$ cat config.mk
export PLATFORM = sky130hd
export DESIGN_NAME = imem_loader
export DESIGN_NICKNAME = d
export VERILOG_FILES = /design/src/rtl/imem_pkg.sv /design/src/rtl/word_assembler.sv /design/src/rtl/imem_loader.sv
export SDC_FILE = /design/constraint.sdc
export NUM_CORES = 1
export LEC_CHECK = 0
export BUFFER_PORTS_ARGS = -buffer_cell sky130_fd_sc_hd__buf_2
export CORE_ASPECT_RATIO = 0.7
export CORE_MARGIN = 5
export CORE_UTILIZATION = 55
export DETAILED_ROUTE_END_ITERATION = 16
export PLACE_DENSITY = 0.78
export SLEW_MARGIN = 20
export SYNTH_ARGS = -nofsm -noshare
export SYNTH_HDL_FRONTEND = slang
export SYNTH_SLANG_ARGS = --single-unit
$ cat constraint.sdc
create_clock -name clk -period 7.3 [get_ports clk]
set_input_delay 1.46 -clock clk [delete_from_list [all_inputs] [get_ports clk]]
set_output_delay 1.46 -clock clk [all_outputs]
set_load 0.02 [all_outputs]
$ cat src/rtl/imem_pkg.sv
// rtl/imem_pkg.sv - shared instruction-memory geometry and loader state encoding
package imem_pkg;

  localparam int DEPTH  = 64;
  localparam int ADDR_W = 6;

  typedef enum logic [1:0] {
    IDLE  = 2'd0,
    RECV  = 2'd1,
    WRITE = 2'd2,
    DONE  = 2'd3
  } state_e;

endpackage

$ cat src/rtl/word_assembler.sv
// rtl/word_assembler.sv - little-endian byte-to-word shift register with 2-bit byte counter
module word_assembler (
  input  logic        clk_i,
  input  logic        reset_i,
  input  logic        clear_i,
  input  logic        accept_i,
  input  logic [7:0]  data_i,
  output logic [31:0] word_o,
  output logic        word_full_o
);

  logic [1:0]  cnt_q, cnt_d;
  logic [31:0] shift_q, shift_d;

  always_comb begin
    cnt_d   = cnt_q;
    shift_d = shift_q;
    if (clear_i) begin
      cnt_d   = 2'd0;
      shift_d = 32'd0;
    end else if (accept_i) begin
      cnt_d   = cnt_q + 2'd1;
      shift_d = {data_i, shift_q[31:8]};
    end
  end

  always_ff @(posedge clk_i) begin
    if (reset_i) begin
      cnt_q   <= 2'd0;
      shift_q <= 32'd0;
    end else begin
      cnt_q   <= cnt_d;
      shift_q <= shift_d;
    end
  end

  // Complete word including the byte being accepted now; meaningful when word_full_o is high.
  assign word_o      = {data_i, shift_q[31:8]};
  assign word_full_o = accept_i && !clear_i && (cnt_q == 2'd3);

endmodule

$ cat src/rtl/imem_loader.sv
// rtl/imem_loader.sv - loads a byte stream into instruction memory while holding the core
module imem_loader
  import imem_pkg::*;
#(
  parameter int DEPTH  = imem_pkg::DEPTH,
  parameter int ADDR_W = imem_pkg::ADDR_W
) (
  input  logic              clk,
  input  logic              reset,
  input  logic              start,
  input  logic [ADDR_W:0]   word_count,
  input  logic              byte_valid,
  input  logic [7:0]        byte_data,
  output logic              byte_ready,
  output logic              wr_en,
  output logic [ADDR_W-1:0] wr_addr,
  output logic [31:0]       wr_data,
  output logic              core_hold,
  output logic              done,
  output logic              error
);

  localparam logic [ADDR_W:0]   DEPTH_W = (ADDR_W+1)'(DEPTH);
  localparam logic [ADDR_W:0]   CNT_ONE = (ADDR_W+1)'(1);
  localparam logic [ADDR_W-1:0] IDX_ONE = ADDR_W'(1);

  state_e            state_q, state_d;
  logic [ADDR_W-1:0] idx_q, idx_d;
  logic [ADDR_W:0]   count_q, count_d;
  logic [ADDR_W-1:0] wr_addr_q, wr_addr_d;
  logic [31:0]       wr_data_q, wr_data_d;
  logic              byte_ready_q, byte_ready_d;
  logic              wr_en_q, wr_en_d;
  logic              core_hold_q, core_hold_d;
  logic              done_q, done_d;
  logic              error_q, error_d;

  logic              accept;
  logic              asm_clear;
  logic [31:0]       asm_word;
  logic              asm_full;
  logic              start_legal;

  assign accept      = (state_q == RECV) && byte_valid;
  assign start_legal = (word_count != '0) && (word_count <= DEPTH_W);

  word_assembler u_word_assembler (
    .clk_i       (clk),
    .reset_i     (reset),
    .clear_i     (asm_clear),
    .accept_i    (accept),
    .data_i      (byte_data),
    .word_o      (asm_word),
    .word_full_o (asm_full)
  );

  always_comb begin
    state_d   = state_q;
    idx_d     = idx_q;
    count_d   = count_q;
    wr_addr_d = wr_addr_q;
    wr_data_d = wr_data_q;
    error_d   = 1'b0;
    asm_clear = 1'b0;
    case (state_q)
      IDLE: begin
        if (start) begin
          if (start_legal) begin
            count_d   = word_count;
            idx_d     = '0;
            asm_clear = 1'b1;
            state_d   = RECV;
          end else begin
            error_d = 1'b1;
          end
        end
      end
      RECV: begin
        if (asm_full) begin
          wr_addr_d = idx_q;
          wr_data_d = asm_word;
          state_d   = WRITE;
        end
      end
      WRITE: begin
        // count_q >= 1 here, so the last index is at most DEPTH-1 and idx never wraps.
        if ({1'b0, idx_q} == (count_q - CNT_ONE)) begin
          state_d = DONE;
        end else begin
          idx_d     = idx_q + IDX_ONE;
          asm_clear = 1'b1;
          state_d   = RECV;
        end
      end
      DONE: state_d = IDLE;
      default: state_d = IDLE;
    endcase

    // Outputs are registered from the next state so they line up with the state they describe.
    byte_ready_d = (state_d == RECV);
    wr_en_d      = (state_d == WRITE);
    core_hold_d  = (state_d == RECV) || (state_d == WRITE);
    done_d       = (state_d == DONE);
  end

  always_ff @(posedge clk) begin
    if (reset) begin
      state_q      <= IDLE;
      idx_q        <= '0;
      count_q      <= '0;
      wr_addr_q    <= '0;
      wr_data_q    <= '0;
      byte_ready_q <= 1'b0;
      wr_en_q      <= 1'b0;
      core_hold_q  <= 1'b0;
      done_q       <= 1'b0;
      error_q      <= 1'b0;
    end else begin
      state_q      <= state_d;
      idx_q        <= idx_d;
      count_q      <= count_d;
      wr_addr_q    <= wr_addr_d;
      wr_data_q    <= wr_data_d;
      byte_ready_q <= byte_ready_d;
      wr_en_q      <= wr_en_d;
      core_hold_q  <= core_hold_d;
      done_q       <= done_d;
      error_q      <= error_d;
    end
  end

  assign byte_ready = byte_ready_q;
  assign wr_en      = wr_en_q;
  assign wr_addr    = wr_addr_q;
  assign wr_data    = wr_data_q;
  assign core_hold  = core_hold_q;
  assign done       = done_q;
  assign error      = error_q;

endmodule

==> metrics.txt <==
HPWL after DPL=4920 um; Area Growth Syn to Fin=15.5%; CTS Sinks=between 80 and 90; hold crit path type=flop to flop; final WL=7310 um; Fmax=about 0.30 GHz; max-slew violation count=0; drt drc=0; CTS clock-pin slew for the worst setup and hold paths=0.08 ns; core area=0.00584 mm^2; Congestion Overflow GR=0; number of global-route vias before repair=2625; Final ANT Viol Nets=0; period utilization=0.460; CP bufs+invs=1; total track usage=0.193; FILL cells=528; CP max stage delay=0.55 ns; ANT cells=0; Worst VDD drop=0.111 mV; Starting Density=0.580; # IOs=62; CP endpoint kind=flop; type of the worst setup path=input port to flop; Max-Cap Viols=0; CTS tree=built; layout cell share with drive strength beyond 1=0.227; Port Buffers=61; Num CTS Buffers=9; largest net degree at the start of global routing=55; commonest non-fill, non-tap cell in the layout=nand2_1; Rel. slew slack=0.349; Core Rows=23; critical path peak fanout=27; Ys Warns=0; main flop type after synthesis=dfxtp_1; endpoints failing setup=0; EDFF count, synth=0; status=finished clean; initial antenna violation count=0; Tightest Pin Transition=0.977 ns; Design Area, Final=~0.0039 mm^2; die height=roughly 76 um; Syn Inst Count=408; r2r setup slk=4.49 ns; crit-path leading delay family=simple AND/OR/NAND/NOR gates; syn_nets=433; RePlAce Congestion=between 0.7 and 0.8; final hold vios=0; final clock skew=about 0.0048 ns; fin crit period=3.36 ns; part of the power in registers=0.534; drt initial violations=170; first-pass GRT wire length=12300 um; post-cts hold buffer count=0; CP required=around 7.5 ns; Yosys cell types=40; Clk pwr share=0.411; Post-CTS Setup Bufs=0; setup TNS=0 ns; Post-DP Area=approximately 0.0037 mm^2; Syn Area/Cell=8.31 um^2; clk_lat worst skew=0.34 ns; Arrival @ worst endpoint=3.59 ns; sequential-to-total area share from yosys stat=0.496; maximum clock insertion buffer count=2; H-tree depth=3; most frequent cells in the layout=135 x nand2_1, 84 x dfxtp_1, 61 x buf_2, 51 x a21oi_1, 19 x a21oi_2; Slowest-stage cell, CP=or4_4; synthesized flop and latch total=84; WL per Instance=13.6 um; Syn Std Cell Area=0.00339 mm^2; TritonRoute pass-1 iters=4; Cell Int Power=0.681 mW; die area=0.00786 mm^2; crit path launch type=input port; LEAKAGE=1.53 nW; final net count=483; NetSw=0.193 mW; clk root buf=clkbuf_8; Post-synth ARST share=0; RSZ-0062 raised after global routing=false; Power per Cell Area=223 mW/mm^2; ordered cell list for the critical path=buf_2 -> or4_4 -> o31ai_2 -> nand4_4 -> and2_4 -> o21ai_4 -> a2bb2o_1; vias per inst=5.27; routed via count=2836; Resized cells post-CTS=0; Comb power frac=0.055; Die W=104 um; switching share of total power=0.221
-- cell usage after synthesis, drive strengths merged (2+ instances only) --
library cell	n	area, um^2
nor2b	7	43.8
a21oi	70	422
xor2	3	26.3
buf	3	27.5
o31ai	2	20.0
or2	2	12.5
nand2	135	507
nand2b	2	12.5
and2	2	15.0
o21ai	10	61.3
a211oi	2	15.0
or4	2	22.5
ha	6	75.1
nand4	3	33.8
dfxtp	84	1680
nor3	4	20.0
inv	7	26.3
and3	2	12.5
nor2	14	52.6
mux2i	7	70.1
xnor2	4	35.0
clkbuf	21	78.8
or3	6	37.5
-- final timing paths --
kind                                          startpoint                        to  cells past startpoint
worst min-delay path            wr_data[31]$_SDFFE_PP0P_  wr_data[31]$_SDFFE_PP0P_                      2
worst max register to register   count_q[0]$_SDFFE_PP0P_     idx_q[0]$_SDFFE_PP0P_                      8
worst max-delay path                       word_count[0]     idx_q[0]$_SDFFE_PP0P_                      7
worst min register to register  wr_data[31]$_SDFFE_PP0P_  wr_data[31]$_SDFFE_PP0P_                      2
-- per-layer routing --
layer	track usage	up-vias	routed length (um)
met5	0	-	0
met4	0.0575	0	29
met3	0.0720	2	565
met2	0.279	83	3010
met1	0.271	1299	3710
li1	-	1452	-
-- area by class of cell --
type                            instances  area [um^2]  share of cell area
Clock inverter                          4         72.6              0.0185
Timing Repair Buffer                   63          320              0.0818
Clock buffer                           12          145              0.0371
Multi-Input combinational cell        293         1580               0.402
Inverter                                7         26.3             0.00671
Tap cell                               75         93.8              0.0240
Sequential cell                        84         1680               0.430
-- metrics by stage --
step	cells	util	total power [mW]	worst slack, ns	hold WS [ns]
floorplan	408	-	0.513	4.01	0.432
global route	538	0.670	0.907	3.84	0.473
detailed placement	522	0.633	0.526	3.58	0.443
global placement	522	0.633	0.524	3.62	0.441
finish	538	0.670	0.874	3.94	0.452
CTS	538	0.670	0.883	3.96	0.454
-- power by group through the flow --
stage	clock network [mW]	logic [mW]	registers, mW
after floorplan	0	0.0353	0.478
after global placement	0	0.0464	0.478
after detailed placement	0	0.0479	0.478
after CTS	0.368	0.0481	0.467
after global routing	0.385	0.0535	0.468
final	0.359	0.0482	0.467
-- worst register-to-register path: stages, from the launching register on --
cell,delay (ns)
dfxtp_1,0.48
inv_1,0.08
ha_1,0.30
xnor2_1,0.16
a32oi_1,0.15
o31ai_1,0.09
o221a_2,0.37
o21ai_4,0.75
a2bb2o_1,0.32
-- state kept, by name, indices dropped and copies added, names as in the netlist --
name                      flops
done                          1
idx_q                         6
byte_ready                    1
wr_data                      32
error                         1
state_q                       2
u_word_assembler.cnt_q        2
wr_addr                       6
u_word_assembler.shift_q     24
count_q                       7
core_hold                     1
wr_en                         1
-- cell families (layout without fill, tap and decap cells) --
group	count (synthesis)	after routing	synth area share
buffers and inverters	31	86	0.0391
adder cells (fa/ha/maj)	6	6	0.0221
AND/OR/NAND/NOR	182	182	0.233
AO/OA/AOI/OAI	91	91	0.171
flip-flops	84	84	0.496
multiplexers	7	7	0.0207
XOR/XNOR	7	7	0.0181
Note: power is estimated with default switching activity, not from simulation.
